## src/rtl/bram32_arbiter_if.sv

```systemverilog
// bram32_arbiter_if: fetch port, load/store port and bram32 memory port of the arbiter
interface bram32_arbiter_if #(
    parameter int ADDR_WIDTH = 12,
    parameter int DATA_WIDTH = 32
) ();
    logic                    i_valid;
    logic                    i_ready;
    logic [ADDR_WIDTH-1:0]   i_addr;
    logic                    i_rvalid;
    logic [DATA_WIDTH-1:0]   i_rdata;
    logic                    i_err;
    logic                    d_valid;
    logic                    d_ready;
    logic                    d_we;
    logic [1:0]              d_size;
    logic                    d_unsigned;
    logic [ADDR_WIDTH-1:0]   d_addr;
    logic [DATA_WIDTH-1:0]   d_wdata;
    logic                    d_rvalid;
    logic [DATA_WIDTH-1:0]   d_rdata;
    logic                    d_err;
    logic [ADDR_WIDTH-1:0]   mem_w_addr;
    logic [DATA_WIDTH-1:0]   mem_w_dat;
    logic                    mem_w_enb;
    logic [DATA_WIDTH/8-1:0] mem_byte_enb;
    logic [ADDR_WIDTH-1:0]   mem_r_addr;
    logic                    mem_r_enb;
    logic [DATA_WIDTH-1:0]   mem_r_dat;

    modport slave (
        input  i_valid, i_addr, d_valid, d_we, d_size, d_unsigned, d_addr, d_wdata, mem_r_dat,
        output i_ready, i_rvalid, i_rdata, i_err, d_ready, d_rvalid, d_rdata, d_err,
               mem_w_addr, mem_w_dat, mem_w_enb, mem_byte_enb, mem_r_addr, mem_r_enb
    );

    modport master (
        output i_valid, i_addr, d_valid, d_we, d_size, d_unsigned, d_addr, d_wdata, mem_r_dat,
        input  i_ready, i_rvalid, i_rdata, i_err, d_ready, d_rvalid, d_rdata, d_err,
               mem_w_addr, mem_w_dat, mem_w_enb, mem_byte_enb, mem_r_addr, mem_r_enb
    );
endinterface

```

## src/rtl/bram32_arbiter.sv

```systemverilog
// bram32_arbiter: round-robin sharing of one bram32 between instruction fetch and load/store
module bram32_arbiter #(
    parameter int ADDR_WIDTH = 12,
    parameter int DATA_WIDTH = 32
) (
    input  logic             clk,
    input  logic             rst,
    bram32_arbiter_if.slave  bus
);
    logic                  r_last_d;
    logic                  r_i_rvalid;
    logic                  r_i_err;
    logic [DATA_WIDTH-1:0] r_i_rdata;
    logic                  r_d_rvalid;
    logic                  r_d_err;
    logic [DATA_WIDTH-1:0] r_d_rdata;

    logic                  w_gnt_i;
    logic                  w_gnt_d;
    logic                  w_i_err;
    logic                  w_d_err;
    logic                  w_d_load;
    logic                  w_d_store;
    logic [1:0]            w_lane;
    logic [4:0]            w_shamt;
    logic [3:0]            w_be;
    logic [ADDR_WIDTH-1:0] w_r_addr;
    logic [DATA_WIDTH-1:0] w_shifted;
    logic [DATA_WIDTH-1:0] w_load_data;

    // Grant: I wins when alone or when D took the last grant; nothing is granted in reset
    always_comb begin
        w_gnt_i = rst & bus.i_valid & (~bus.d_valid | r_last_d);
        w_gnt_d = rst & bus.d_valid & ~w_gnt_i;
    end

    // Alignment / size checks; erroring requests are accepted but never reach the memory
    always_comb begin
        w_i_err   = |bus.i_addr[1:0];
        w_d_err   = (bus.d_size == 2'b11) |
                    ((bus.d_size == 2'b01) & bus.d_addr[0]) |
                    ((bus.d_size == 2'b10) & (|bus.d_addr[1:0]));
        w_d_load  = w_gnt_d & ~bus.d_we & ~w_d_err;
        w_d_store = w_gnt_d & bus.d_we & ~w_d_err;
    end

    // Lane steering: byte enables and store data move into the addressed lane, load data moves out of it
    always_comb begin
        w_lane      = bus.d_addr[1:0];
        w_shamt     = {w_lane, 3'b000};
        w_be        = (bus.d_size == 2'b00) ? (4'b0001 << w_lane) :
                      (bus.d_size == 2'b01) ? (4'b0011 << w_lane) : 4'b1111;
        w_r_addr    = w_gnt_i ? bus.i_addr : bus.d_addr;
        w_shifted   = bus.mem_r_dat >> w_shamt;
        w_load_data = (bus.d_size == 2'b00) ? {{(DATA_WIDTH-8){~bus.d_unsigned & w_shifted[7]}}, w_shifted[7:0]} :
                      (bus.d_size == 2'b01) ? {{(DATA_WIDTH-16){~bus.d_unsigned & w_shifted[15]}}, w_shifted[15:0]} :
                      w_shifted;
    end

    assign bus.i_ready      = w_gnt_i;
    assign bus.d_ready      = w_gnt_d;
    assign bus.mem_r_enb    = (w_gnt_i & ~w_i_err) | w_d_load;
    assign bus.mem_r_addr   = w_r_addr;
    assign bus.mem_w_enb    = w_d_store;
    assign bus.mem_w_addr   = bus.d_addr;
    assign bus.mem_w_dat    = bus.d_wdata << w_shamt;
    assign bus.mem_byte_enb = w_d_store ? w_be : 4'b0000;
    assign bus.i_rvalid     = r_i_rvalid;
    assign bus.i_err        = r_i_err;
    assign bus.i_rdata      = r_i_rdata;
    assign bus.d_rvalid     = r_d_rvalid;
    assign bus.d_err        = r_d_err;
    assign bus.d_rdata      = r_d_rdata;

    // Round-robin pointer: remembers whether D took the last grant; reset lets I win first
    always_ff @(posedge clk or negedge rst) begin
        if (!rst)
            r_last_d <= 1'b1;
        else if (w_gnt_i | w_gnt_d)
            r_last_d <= w_gnt_d;
    end

    // Responses: one-cycle pulse after each accept; reset drops anything in flight
    always_ff @(posedge clk or negedge rst) begin
        if (!rst) begin
            r_i_rvalid <= 1'b0;
            r_i_err    <= 1'b0;
            r_i_rdata  <= '0;
            r_d_rvalid <= 1'b0;
            r_d_err    <= 1'b0;
            r_d_rdata  <= '0;
        end else begin
            r_i_rvalid <= w_gnt_i;
            r_i_err    <= w_gnt_i & w_i_err;
            r_i_rdata  <= (w_gnt_i & ~w_i_err) ? bus.mem_r_dat : '0;
            r_d_rvalid <= w_gnt_d;
            r_d_err    <= w_gnt_d & w_d_err;
            r_d_rdata  <= w_d_load ? w_load_data : '0;
        end
    end
endmodule

```

## src/flat_wrapper.sv

```systemverilog
// flat-port wrapper written by rule: the top's interface ports become plain ports
module bram32_arbiter_flat 
#(
    parameter int ADDR_WIDTH = 12,
    parameter int DATA_WIDTH = 32
)
  (clk, rst, bus_i_valid, bus_i_addr, bus_d_valid, bus_d_we, bus_d_size, bus_d_unsigned, bus_d_addr, bus_d_wdata, bus_mem_r_dat, bus_i_ready, bus_i_rvalid, bus_i_rdata, bus_i_err, bus_d_ready, bus_d_rvalid, bus_d_rdata, bus_d_err, bus_mem_w_addr, bus_mem_w_dat, bus_mem_w_enb, bus_mem_byte_enb, bus_mem_r_addr, bus_mem_r_enb);
  bram32_arbiter_if #(.ADDR_WIDTH(ADDR_WIDTH), .DATA_WIDTH(DATA_WIDTH)) bus_i ();
  input  logic clk;
  input  logic rst;
  input wire logic [$bits(bus_i.i_valid)-1:0] bus_i_valid;
  input wire logic [$bits(bus_i.i_addr)-1:0] bus_i_addr;
  input wire logic [$bits(bus_i.d_valid)-1:0] bus_d_valid;
  input wire logic [$bits(bus_i.d_we)-1:0] bus_d_we;
  input wire logic [$bits(bus_i.d_size)-1:0] bus_d_size;
  input wire logic [$bits(bus_i.d_unsigned)-1:0] bus_d_unsigned;
  input wire logic [$bits(bus_i.d_addr)-1:0] bus_d_addr;
  input wire logic [$bits(bus_i.d_wdata)-1:0] bus_d_wdata;
  input wire logic [$bits(bus_i.mem_r_dat)-1:0] bus_mem_r_dat;
  output wire logic [$bits(bus_i.i_ready)-1:0] bus_i_ready;
  output wire logic [$bits(bus_i.i_rvalid)-1:0] bus_i_rvalid;
  output wire logic [$bits(bus_i.i_rdata)-1:0] bus_i_rdata;
  output wire logic [$bits(bus_i.i_err)-1:0] bus_i_err;
  output wire logic [$bits(bus_i.d_ready)-1:0] bus_d_ready;
  output wire logic [$bits(bus_i.d_rvalid)-1:0] bus_d_rvalid;
  output wire logic [$bits(bus_i.d_rdata)-1:0] bus_d_rdata;
  output wire logic [$bits(bus_i.d_err)-1:0] bus_d_err;
  output wire logic [$bits(bus_i.mem_w_addr)-1:0] bus_mem_w_addr;
  output wire logic [$bits(bus_i.mem_w_dat)-1:0] bus_mem_w_dat;
  output wire logic [$bits(bus_i.mem_w_enb)-1:0] bus_mem_w_enb;
  output wire logic [$bits(bus_i.mem_byte_enb)-1:0] bus_mem_byte_enb;
  output wire logic [$bits(bus_i.mem_r_addr)-1:0] bus_mem_r_addr;
  output wire logic [$bits(bus_i.mem_r_enb)-1:0] bus_mem_r_enb;
  assign bus_i.i_valid = bus_i_valid;
  assign bus_i.i_addr = bus_i_addr;
  assign bus_i.d_valid = bus_d_valid;
  assign bus_i.d_we = bus_d_we;
  assign bus_i.d_size = bus_d_size;
  assign bus_i.d_unsigned = bus_d_unsigned;
  assign bus_i.d_addr = bus_d_addr;
  assign bus_i.d_wdata = bus_d_wdata;
  assign bus_i.mem_r_dat = bus_mem_r_dat;
  assign bus_i_ready = bus_i.i_ready;
  assign bus_i_rvalid = bus_i.i_rvalid;
  assign bus_i_rdata = bus_i.i_rdata;
  assign bus_i_err = bus_i.i_err;
  assign bus_d_ready = bus_i.d_ready;
  assign bus_d_rvalid = bus_i.d_rvalid;
  assign bus_d_rdata = bus_i.d_rdata;
  assign bus_d_err = bus_i.d_err;
  assign bus_mem_w_addr = bus_i.mem_w_addr;
  assign bus_mem_w_dat = bus_i.mem_w_dat;
  assign bus_mem_w_enb = bus_i.mem_w_enb;
  assign bus_mem_byte_enb = bus_i.mem_byte_enb;
  assign bus_mem_r_addr = bus_i.mem_r_addr;
  assign bus_mem_r_enb = bus_i.mem_r_enb;
  bram32_arbiter #(.ADDR_WIDTH(ADDR_WIDTH), .DATA_WIDTH(DATA_WIDTH)) u_core (.clk(clk), .rst(rst), .bus(bus_i));
endmodule
```

## config.mk

```make
export PLATFORM = sky130hd
export DESIGN_NAME = bram32_arbiter_flat
export DESIGN_NICKNAME = d
export VERILOG_FILES = /design/src/rtl/bram32_arbiter_if.sv /design/src/rtl/bram32_arbiter.sv /design/src/flat_wrapper.sv
export SDC_FILE = /design/constraint.sdc
export NUM_CORES = 1
export LEC_CHECK = 0
export ABC_CLOCK_PERIOD_IN_PS = 4700
export CAP_MARGIN = 0
export CELL_PAD_IN_SITES_DETAIL_PLACEMENT = 0
export CELL_PAD_IN_SITES_GLOBAL_PLACEMENT = 1
export CORE_ASPECT_RATIO = 1.25
export CORE_MARGIN = 2
export CORE_UTILIZATION = 29
export CTS_CLUSTER_SIZE = 20
export DETAILED_ROUTE_END_ITERATION = 6
export GPL_TIMING_DRIVEN = 0
export PLACE_DENSITY_LB_ADDON = 0.1
export SLEW_MARGIN = 0
export SYNTH_ARGS = -nofsm -noshare
export SYNTH_HDL_FRONTEND = slang
export SYNTH_SLANG_ARGS = --single-unit
export TNS_END_PERCENT = 1
```

## constraint.sdc

```tcl
create_clock -name clk -period 4.7 [get_ports clk]
set_clock_uncertainty 0.1 [all_clocks]
set_input_delay 0.705 -clock clk [delete_from_list [all_inputs] [get_ports clk]]
set_output_delay 0.705 -clock clk [all_outputs]
set_load 0.02 [all_outputs]
```

### Yosys cells after proc, flatten, opt, wreduce, memory -nomap -nowiden

Cells that the tools add are included.

| operators by class | value |
|---|---|
| reduce and logical (&&, ||, !) cells | 3 |
| muxes and demuxes | 8 |
| shift operators | 4 |
| bitwise logic cells | 26 |
| equal/unequal tests | 3 |

Operators by type and width:

| operator | number |
|---|---|
| 32-bit two-way mux | 4 |
| 32-bit by 5-bit << shifter with 32-bit output | 1 |
| 32-bit by 5-bit >> shifter with 32-bit output | 1 |
| 1-bit AND | 15 |
| 12-bit two-way mux | 1 |
| 4-bit two-way mux | 3 |
| 1-bit NOT | 6 |
| 1-bit bitwise OR | 5 |
| 2-bit equality test, second input constant | 2 |
| 2-bit OR reduction | 2 |
| 1-bit by 2-bit << shifter with 4-bit output, first input constant | 1 |
| 2-bit by 2-bit << shifter with 4-bit output, first input constant | 1 |
| 2-bit by 1-bit equality test with 1-bit output, second input constant | 1 |
| 2-bit logical NOT | 1 |

| storage, ports and cells | value |
|---|---|
| output and inout bits | 132 |
| bits in registers | 69 |
| bits of input ports | 96 |

### Depth between registers and ports, before layout

| depth | value |
|---|---|
| depth in word-level cells | 8 |
| gate-level depth with buffers | 13 |

### Worst setup path before layout

OpenSTA, ideal clock, no wires.

| timing path | value |
|---|---|
| path type | input to output |
| start point | in bus_d_addr[0] |
| end point | out bus_mem_byte_enb[0] |
| stages | 11 |
| arrival | 2.618 ns |
| slack | 1.277 ns |
| path buffers | 5 |
| cell sequence | buf_6 buf_2 buf_2 buf_4 buf_2 inv_1 ha_1 nor2b_1 a2111oi_4 nand2_1 nor2_1 |

| between the ends | value |
|---|---|
| longest elaborated chain between the ends | 6 |
| elaborated cells on any way between the ends | 12 |

RTL lines:

| item | line | source |
|---|---|---|
| from (decl) | flat_wrapper.sv:17 | `input wire logic [$bits(bus_i.d_addr)-1:0] bus_d_addr;` |
| 1-bit AND / 2-bit OR reduction (equally long branches) | bram32_arbiter.sv:41, bram32_arbiter.sv:42 |  |
| 1-bit bitwise OR / 1-bit AND (equally long branches) | bram32_arbiter.sv:40, bram32_arbiter.sv:42 |  |
| 1-bit bitwise OR | bram32_arbiter.sv:41 | `((bus.d_size == 2'b01) & bus.d_addr[0]) \|` |
| 1-bit NOT | bram32_arbiter.sv:44 | `w_d_store = w_gnt_d & bus.d_we & ~w_d_err;` |
| 1-bit AND | bram32_arbiter.sv:44 |  |
| 4-bit two-way mux * | bram32_arbiter.sv:67 | `assign bus.mem_byte_enb = w_d_store ? w_be : 4'b0000;` |
| to (decl) | flat_wrapper.sv:31 | `output wire logic [$bits(bus_i.mem_byte_enb)-1:0] bus_mem_byte_enb;` |

Mark *: on every way between the ends. The rest lies on a longest branch, timed or not.

### Final worst setup path

| timing path | value |
|---|---|
| start point | in bus_d_addr[0] |
| end point | out bus_mem_byte_enb[2] |

The elaborated chain is that of the path after synthesis.

==> impl.org <==
** Clock network
- Master cell of the clock root buffer :: sky130_fd_sc_hd__clkbuf_16
- For this design, the sink count on the clock tree is 69.
- The number of hold buffers added after CTS was 0.
- CTS clk-pin slew, worst paths :: 50 ps
- H-tree levels :: 3
- Clk_lat worst skew :: 330 ps
- Buffers inserted during clock tree synthesis total 9.
- In this run the post-CTS setup repair buffer count came out at 0.
- CTS tree :: done
- In this run the deepest clock path goes through 2 buffers.

** Timing
- Setup violations remaining at the end of the flow were counted as 0.
- Worst hold margin :: 395.6 ps
- Worst slew pin tran :: 897.0 ps
- Unrepaired setup endpoints after global routing :: no
- The routed design could run at a clock period as short as 4508 ps.
- F_max :: 221.8 MHz
- Final Cycle Share :: 95.92%
- Measured against its own limit, the worst slew margin works out to 39.74%.
- Count of final max-slew check failures :: 0
- Final hold violations :: 0

** Cells and area
- From synthesis to final layout, the design area changed by 74.57%.
- Most common cell after layout, fill and taps aside :: sky130_fd_sc_hd__clkdlybuf4s50_1
- Antenna fix cells :: 0
- Of the cells placed in the final design, the portion with a size suffix greater than 1 is 10.89%.
- Layout Cells excl Fill :: 774
- Leaving out fill and tap cells, the most frequent cells in the layout are 224 x sky130_fd_sc_hd__clkdlybuf4s50_1, 68 x sky130_fd_sc_hd__dfrtp_1, 40 x sky130_fd_sc_hd__and2_1.
- Nets :: 701

** GRT
- The first global-routing pass estimated 20.15 mm of wire.
- Entering global routing, the biggest net connects 72 pins.
- Initial antenna violation count :: 0
- Via count of the first global-routing pass :: 3,817
- Leftover overflow at the end of global routing :: 0
- Combined global-route utilization of all metal layers :: 19.16%

** Setup path
- Endpoint class of the critical path :: output port
- The worst register-to-register path begins at u_core.r_last_d$_DFFE_PN1P_.
- The worst register-to-register path has a setup slack of 2320 ps.
- The worst register-to-register path ends at u_core.bus.i_rdata[18]$_DFF_PN0_.
- The critical path is of the input port to output port type.
- Crit Path Max Fanout :: 19
- Data required time at the worst endpoint :: 3890 ps
- Number of cell instances on the worst register-to-register path :: 4
- The worst setup path is launched from an input port.
- Critical Path AT :: 3700 ps

** Synthesis
- The number of nets in the synthesized netlist is 465.
- For this run, the register share of the synthesized area comes to 46.51%.
- Mean post-synth cell area :: 10.18 µm²
- The cell count after synthesis came out at 365.
- Number of synthesized flops with an enable pin :: 0
- The synthesized design contains 69 register bits.
- The top cell type by area accounts for 45.81% of the synthesized area.
- Synth area leader :: sky130_fd_sc_hd__dfrtp_1
- Combined area of all synthesized cells :: 3715 µm²
- Post-synth cell types :: 30
- In the synthesized netlist the dominant register cell turns out to be sky130_fd_sc_hd__dfrtp_1.
- Proportion of synthesized flip-flops having asynchronous set or reset :: 100.0%
- Dominant cells by area after synthesis :: sky130_fd_sc_hd__dfrtp_1 46%, sky130_fd_sc_hd__and2_1 6.7%, sky130_fd_sc_hd__mux2i_1 6.5%
- Yosys synthesis warning count :: 0

** Detailed routing
- Count of unresolved DRC violations after routing :: 0
- The detail route stage leaves a number of antenna-violating nets equal to 0.
- Initial DRC Count :: 140
- The first detailed-routing pass ran for 4 iterations.
- DRT Wirelength :: 13.22 mm
- In the final routed layout, each cell accounts on average for 17.07 µm.
- Vias post-DR :: 3,581
- Via-per-instance ratio :: 4.627

** Outcome
- The flow ran to the end, and the final reports show no timing, DRC or antenna violations.

** Die
- In this run the standard cell core region covers 12,600 µm².
- In this run the core area contains 46 standard-cell rows.
- Chip Height :: 130.5 µm
- Horiz. Die Dim :: 105.2 µm
- Initial Util :: 29.47%
- 228 I/O pins were placed.
- Die outline area :: 13,740 µm²

** Place
- At the end of routability-driven placement, the weighted congestion stood at 0.7810.
- Post-detailed-placement half-perimeter wirelength :: 10.36 mm
- The number of placed instances, taps included, is 759.
- Input and output buffers added on the ports amount to 226.

** Job
- Number of violations of the max-capacitance limit :: 0

** Hold path
- In this run the worst hold path is classified as input port to asynchronous set/reset pin.

** Power and ir drop
- Power Density :: 260.9 nW/µm²
- In this run the static leakage power is 2.782 nW.
- Largest voltage drop on the vdd net :: 0.0002246 V
## worst max-delay path: stages
cell	delay, ps
sky130_fd_sc_hd__clkdlybuf4s50_1	490
sky130_fd_sc_hd__buf_6	180
sky130_fd_sc_hd__buf_2	190
sky130_fd_sc_hd__clkbuf_4	220
sky130_fd_sc_hd__buf_6	200
sky130_fd_sc_hd__inv_1	100
sky130_fd_sc_hd__ha_1	170
sky130_fd_sc_hd__nor2b_1	80
sky130_fd_sc_hd__a2111oi_4	390
sky130_fd_sc_hd__nand2_1	200
sky130_fd_sc_hd__nor2_1	160
sky130_fd_sc_hd__clkdlybuf4s50_1	620
## layer usage
| metal | part of all wire [%] | global-route usage [%] |
|---|---|---|
| met3 | 8.1 | 6.548 |
| met2 | 51 | 34.08 |
| met1 | 39 | 21.18 |
| met4 | 2.0 | 7.373 |
| met5 | 0 | 0 |
## sequential cells by signal, indices dropped and copies added, names as in the netlist
register and cells:
u_core.r_last_d 1, u_core.bus.i_rdata 32, u_core.bus.d_rvalid 1, u_core.bus.i_rvalid 1, u_core.bus.d_rdata 32, u_core.bus.d_err 1, u_core.bus.i_err 1
## per-stage QoR
stage	cell area, µm²	power, mW	setup WS (ps)	TNS, ps	util [%]
after floorplan	3715	0.8120	1277	0	-
after global placement	6187	1.044	-2316	-93690	49.09
after detailed placement	6185	1.045	-289.8	-633.9	49.07
after CTS	6475	1.710	50.62	0	51.37
after global routing	6485	1.755	1.533	0	51.45
final	6485	1.692	191.9	0	51.45
## repair_timing
item | in CTS | in global routing
cloned | 0 | 0
resized for setup | 1 | 5
endpoints found under the setup margin | 6 | 6
## cell type report
class | instances | area (µm²)
inverters | 7 | 26.28
flip-flops and latches | 69 | 1728
well taps | 168 | 210.2
plain buffers | 39 | 241.5
clock inverters | 6 | 63.81
multi-input cells | 249 | 1724
clock buffers | 10 | 229.0
fillers | 1165 | 6120
repair buffers | 226 | 2262
## how the worst max path moves through the flow
stage,start,to,slack [ps],cells past startpoint
5_1_grt,bus_d_addr[0],bus_mem_byte_enb[2],2,12
2_1_floorplan,bus_d_addr[0],bus_mem_byte_enb[0],1280,11
3_5_place_dp,bus_d_addr[0],bus_mem_r_enb,-290,13
3_3_place_gp,rst,bus_mem_r_enb,-2320,5
4_1_cts,bus_d_addr[0],bus_mem_r_enb,50,12
6_report,bus_d_addr[0],bus_mem_byte_enb[2],190,12
## Yosys cell counts, drive strengths merged, types with 4 or more instances
cell type / instances
inv: 7
and2: 40
mux2i: 24
nand2: 22
mux2: 21
nor3: 9
ha: 4
clkbuf: 17
o21ai: 8
a211oi: 25
a221oi: 8
o21a: 8
a21oi: 19
dfrtp: 68
nor2: 31
buf: 23
nor2b: 20
## power breakdown
part	internal, mW	switching [mW]
sequential	0.608	0.00565
combinational	0.214	0.205
clock	0.409	0.250
## cells by family (layout without fill, tap and decap cells)
kind of cell / Yosys count / in the layout / synth area share (%)
AND/OR/NAND/NOR: 128 / 128 / 17.95
AO/OA/AOI/OAI: 72 / 72 / 14.11
flip-flops: 69 / 69 / 46.51
buffers and inverters: 47 / 288 / 7.140
multiplexers: 45 / 45 / 12.93
adder cells (fa/ha/maj): 4 / 4 / 1.347
Note: power is estimated with default switching activity, not from simulation.
